--- src/rtl/piso_serializer.sv ---
// Parallel-in serial-out serializer with valid/ready load and frame flags.
// All serial outputs are registered from the next-state values so they change only on clk.
module piso_serializer #(
    parameter int WIDTH     = 4,
    parameter bit MSB_FIRST = 1'b1
) (
    input  logic             clk,
    input  logic             rst,
    input  logic             load_valid,
    output logic             load_ready,
    input  logic [WIDTH-1:0] parallel_in,
    output logic             serial_out,
    output logic             serial_valid,
    output logic             frame_start,
    output logic             frame_done,
    output logic             busy
);
    // Handshake: a word is accepted on a rising edge where load_valid && load_ready.
    // load_ready is combinational from registered state; parallel_in is sampled only on accept.

    localparam int CW = $clog2(WIDTH);
    localparam logic [CW-1:0] LAST = CW'(WIDTH - 1);

    typedef enum logic {
        IDLE  = 1'b0,
        SHIFT = 1'b1
    } state_t;

    state_t           state_q, state_d;
    logic [WIDTH-1:0] sreg_q, sreg_d;
    logic [CW-1:0]    cnt_q, cnt_d;
    logic [CW-1:0]    idx_d;
    logic             accept;
    logic             out_d, valid_d, start_d, done_d;

    assign load_ready = (state_q == IDLE) || (cnt_q == LAST);
    assign accept     = load_valid && load_ready;
    assign busy       = (state_q == SHIFT);

    always_comb begin
        state_d = state_q;
        sreg_d  = sreg_q;
        cnt_d   = cnt_q;
        case (state_q)
            IDLE: begin
                if (accept) begin
                    sreg_d  = parallel_in;
                    cnt_d   = '0;
                    state_d = SHIFT;
                end
            end
            SHIFT: begin
                if (cnt_q == LAST) begin
                    if (accept) begin
                        sreg_d = parallel_in;
                        cnt_d  = '0;
                    end else begin
                        state_d = IDLE;
                    end
                end else begin
                    cnt_d = cnt_q + CW'(1);
                end
            end
            default: state_d = IDLE;
        endcase
    end

    // Output values for the cycle after this edge, derived from the next state.
    always_comb begin
        idx_d   = MSB_FIRST ? (LAST - cnt_d) : cnt_d;
        valid_d = (state_d == SHIFT);
        out_d   = valid_d && sreg_d[idx_d];
        start_d = valid_d && (cnt_d == '0);
        done_d  = valid_d && (cnt_d == LAST);
    end

    always_ff @(posedge clk or posedge rst) begin
        if (rst) begin
            state_q      <= IDLE;
            sreg_q       <= '0;
            cnt_q        <= '0;
            serial_out   <= 1'b0;
            serial_valid <= 1'b0;
            frame_start  <= 1'b0;
            frame_done   <= 1'b0;
        end else begin
            state_q      <= state_d;
            sreg_q       <= sreg_d;
            cnt_q        <= cnt_d;
            serial_out   <= out_d;
            serial_valid <= valid_d;
            frame_start  <= start_d;
            frame_done   <= done_d;
        end
    end
endmodule

--- config.mk ---
export PLATFORM = sky130hd
export DESIGN_NAME = piso_serializer
export DESIGN_NICKNAME = d
export VERILOG_FILES = /design/src/rtl/piso_serializer.sv
export SDC_FILE = /design/constraint.sdc
export NUM_CORES = 1
export LEC_CHECK = 0
export CORE_AREA = 2 2 39 41
export DETAILED_ROUTE_END_ITERATION = 8
export DIE_AREA = 0 0 41 43
export PLACE_DENSITY = 0.57
export SYNTH_ARGS = -nofsm -noshare
export SYNTH_HDL_FRONTEND = slang
export SYNTH_SLANG_ARGS = --single-unit
--- constraint.sdc ---
create_clock -name clk -period 2 [get_ports clk]
set_input_delay 0.3 -clock clk [delete_from_list [all_inputs] [get_ports clk]]
set_output_delay 0.3 -clock clk [all_outputs]
set_load 0.005 [all_outputs]
=== Word-level counts from Yosys, hierarchy flattened ===
Index checks and enable logic that the tools add are counted.

* Add/sub/neg operators: 2
* Order comparisons: 1
* Equal/unequal tests: 2
* Mux-type cells: 11
* Bitwise gates (word level): 1
* Reductions and logical operators: 6

{| class="wikitable"
|+ Operators with widths
! kind !! count
|-
| $mux W4 || 2
|-
| $pmux W4 S2 || 1
|-
| $eq A2 B2 Y1 const B || 2
|-
| $logic_and A1 B1 Y1 || 4
|-
| $mux W2 || 2
|-
| $pmux W2 S2 || 1
|-
| $lt A2 B3 Y1 const B || 1
|-
| $mux W1 || 3
|-
| $add A2 B1 Y2 const B || 1
|-
| $bmux W1 S2 || 1
|-
| $logic_not A2 Y1 || 1
|-
| $pmux W1 S2 || 1
|-
| $sub A2 B2 Y2 const A || 1
|-
| $logic_or A1 B1 Y1 || 1
|-
| $not A1 Y1 || 1
|}

* Bits in registers: 10
* Input bits: 7
* Output and inout bits: 6
* Word-level logic and storage cells: 29

=== Depth between registers and ports, before layout ===
* Word-level depth: 10
* Mapped depth: 5
* Gate-level depth less buffers: 4

=== Least setup slack after synthesis ===
Ideal clock, no wire load.

* Path kind: register to register
* Start: register cnt_q[0]
* End: register serial_out
* Library setup time: 122 ps
* Arrival time: 1313 ps
* Required time: 1878 ps
* Setup slack: 565 ps
* Stages on the path, launching flop included: 5
* Path buffers: 0
* Period minus slack after synthesis: 1435 ps
* Path through: dfrtp_1 -> ha_1 -> mux4_2 -> inv_1 -> o21ai_1

* Longest elaborated chain between the ends: 10
* Elaborated cells on any way between the ends: 17
* Those cells by class: add/sub (2); eq/ne (1); mux (11); reduce/logical (3)

{| class="wikitable"
|+ Ends and longest elaborated chain
! element !! RTL line !! RTL
|-
| start, declared || 31 || <nowiki>logic [CW-1:0] cnt_q, cnt_d;</nowiki>
|-
| start signal, assigned || 89 || <nowiki>cnt_q <= cnt_d;</nowiki>
|-
| $eq A2 B2 Y1 || 36, 53 ||
|-
| $logic_or A1 B1 Y1 || 36 || <nowiki>assign load_ready = (state_q == IDLE) || (cnt_q == LAST);</nowiki>
|-
| $logic_and A1 B1 Y1 || 37 || <nowiki>assign accept = load_valid && load_ready;</nowiki>
|-
| $mux W2 || 46, 54 ||
|-
| $mux W2 || 53 || <nowiki>if (cnt_q == LAST) begin</nowiki>
|-
| $pmux W2 S2 || 44 || <nowiki>case (state_q)</nowiki>
|-
| $sub A2 B2 Y2 || 70 || <nowiki>idx_d = MSB_FIRST ? (LAST - cnt_d) : cnt_d;</nowiki>
|-
| $bmux W1 S2 || 72 || <nowiki>out_d = valid_d && sreg_d[idx_d];</nowiki>
|-
| $mux W1 (not written as such) || 72 ||
|-
| $logic_and A1 B1 Y1 * || 72 ||
|-
| net out_d || 34 || <nowiki>logic out_d, valid_d, start_d, done_d;</nowiki>
|-
| end signal, assigned || 90 || <nowiki>serial_out <= out_d;</nowiki>
|-
| end, declared || 12 || <nowiki>output logic serial_out,</nowiki>
|}

The timed path passes the listed nets; every way through them passes the cells marked *. The select of a mux whose other input is x is not followed.

=== Worst setup path in the final report ===
* Start: register cnt_q[0]
* End: output load_ready

* Longest elaborated chain between the ends: 2

{| class="wikitable"
|+ Ends and longest elaborated chain
! element !! RTL line !! RTL
|-
| $eq A2 B2 Y1 || 36 ||
|-
| $logic_or A1 B1 Y1 || 36 ||
|-
| end, declared || 10 || <nowiki>output logic load_ready,</nowiki>
|}

Every way passes these cells.

==> reports/qor.yml <==
grt_pass1_wl_um: 1240
cts-root-buf: "clkbuf_4"
fp.dieH_um: 43
finalSetupViolCount: 0
ys_top_cells_by_area: "dfrtp_1, mux2_4, mux4_2"
final_area_um2: 606
regArea_um2: 250
path_clk_slew_ns: 0.07
dieArea_um2: 1760
netlist_instances: 32
htreeDepth: 1
synth.top_cell.area_share_pct: 55.4
start_util_pct: 32.6
grt_max_degree: 11
cap_violations: 0
routabilityCongestion: 0.688
dieWidth_um: 41
drive_above_1_share_pct: 23.9
grt_usage_pct: 11.7
hold_viol: 0
p_seq_share_pct: 36.7
drc: 0
cts_setup_buffers: 0
first_pass_iters: 4
rsz0062_at_grt: "no"
relSlewSlack_pct: 75.1
p_comb_share_pct: 44.7
p_int_w: 0.000682
io_buffers: 12
status: "completed"
ys_ff_latch: 10
synth_common_cells: "dfrtp_1, inv_1, mux2_4, o21ai_0"
start_kind: "register"
clk_latency_ns: 0.27
path_class: "reg -> out"
numCtsBuffers: 3
worst_pin_slew_ns: 0.372
ant_nets: 0
synth_area_um2: 452
hold_buffers: 0
drtIter0Drc: 4
synth_cell_type_count: 18
pwr_density_cell_nw_per_um2: 1620
dpl.hpwl_um: 588
cts_tree: "built"
cp-end-kind: "output pin"
slew_viol_final: 0
cp.required_ns: 1.70
async_flop_share_pct: 100
r2r_cells: 4
critical_path_arrival_ns: 1.60
globalRoute.totalOverflow: 0
p_leak_nw: 0.284
num_vias: 282
p_clk_share_pct: 18.6
tns_ns: 0
num-fill-cells: 138
nets: 55
clockBufferDepth: 2
synth_fp_nets: 40
multiInputGateArea_um2: 168
ys.flop_type: "dfrtp_1"
antenna_cells: 0
period_share_pct: 95.2
period_needed_ns: 1.90
via_per_inst: 4.55
clock_sinks: 10
syn-mean-instance-area_um2: 14.1
p_switching_w: 0.000298
ir_worst_vdd_uv: 614
hold_path_class: "in -> async"
wl_um: 764
routedWlPerCell_um: 12.3
synth_top_area_cell: "dfrtp_1"
synth_edf_count: 0
row_count: 14
crit_path_max_fanout: 10
yosys.cell_count.top_type: "dfrtp_1"
synth_seq_area_share_pct: 55.4
ys_warn_count: 0
cts_resized: 0
fmax_mhz: 525
antenna_found_initial: 0
areaGrowthSynthToFinish_pct: 34.1
fin_worst_skew_ns: 0.00232
coreArea_um2: 1380
grt_pass1_vias: 289
placed_area_um2: 569
num_io_pins: 13
swShare_pct: 30.4
[power by group through the flow]
stage               Combinational (W)  Sequential [W]  Clock [W]
floorplan                    0.000336        0.000352          0
global placement             0.000434        0.000359          0
CTS                          0.000448        0.000361   0.000189
detailed placement           0.000446        0.000366          0
finish                       0.000438        0.000360   0.000182
global route                 0.000489        0.000371   0.000194
[per-stage QoR]
step | util [%] | hold WS [ns] | power, W | cells | worst slack [ns]
floorplan | - | 0.140 | 0.000688 | 32 | 0.565
global placement | 41.1 | 0.468 | 0.000793 | 58 | 0.440
detailed placement | 41.1 | 0.477 | 0.000812 | 58 | 0.377
CTS | 43.8 | 0.309 | 0.000998 | 62 | 0.0791
global route | 43.8 | 0.357 | 0.00105 | 62 | 0.0282
finish | 43.8 | 0.303 | 0.000981 | 62 | 0.0966
[path summary, 6_finish.rpt]
check | from | endpoint | slack, ns
max | cnt_q[0] | load_ready | 0.1
min | rst | frame_done | 0.30
max reg2reg | cnt_q[0] | serial_out | 0.48
min reg2reg | sreg_q[3] | sreg_q[3] | 0.49
max in group asynchronous | rst | sreg_q[1] | 1.43
min in group clk | sreg_q[3] | sreg_q[3] | 0.49
[critical path, cell delays in order, from the launching register on]
cell and delay [ns]:
dfrtp_1 0.44, ha_1 0.19, nand2b_4 0.19, clkdlybuf4s50_1 0.52
[layer usage]
layer / vias up / wire length, um / global-route usage (%) / share of wire [%]
met4: 0 / 32 / 12.0 / 4.2
met3: 4 / 47 / 3.14 / 6.2
li1: 134 / - / - / -
met1: 132 / 288 / 12.8 / 38
met2: 12 / 395 / 16.6 / 52
met5: - / 0 / 0 / 0
[layout make-up]
| cell class | instances | area share (%) |
|---|---|---|
| sequential | 10 | 41.3 |
| multi-input combinational | 17 | 27.7 |
| timing repair buffer | 12 | 19.8 |
| clock buffer | 4 | 5.99 |
| tap | 16 | 3.31 |
| inverter | 3 | 1.86 |
[placed cells by master, fill, tap and decap left out]
cell type,instances
ha_1,1
a21bo_2,1
o21ai_1,1
mux2_4,3
nand3_1,1
clkbuf_4,3
clkdlybuf4s50_1,12
nor3_1,1
mux2i_1,1
clkbuf_8,1
dfrtp_1,10
nand2_1,1
inv_1,3
mux4_2,1
o21ai_0,2
nand3b_1,1
nand2b_1,1
nand2b_4,1
nand2_4,1
[flip-flops by register name (all words and copies together) (netlist names)]
signal / count
cnt_q: 2
busy: 1
frame_done: 1
frame_start: 1
serial_out: 1
sreg_q: 4
[logic make-up (layout without fill, tap and decap cells)]
group / count (synthesis) / after routing / share of synthesized area, %
simple gates: 7 / 7 / 11.6
mux: 5 / 5 / 17.2
compound gates: 4 / 4 / 5.54
flops: 10 / 10 / 55.4
fa+ha+maj: 1 / 1 / 2.77
buf+inv: 5 / 19 / 7.48
Power figures use the tool's default switching activity.
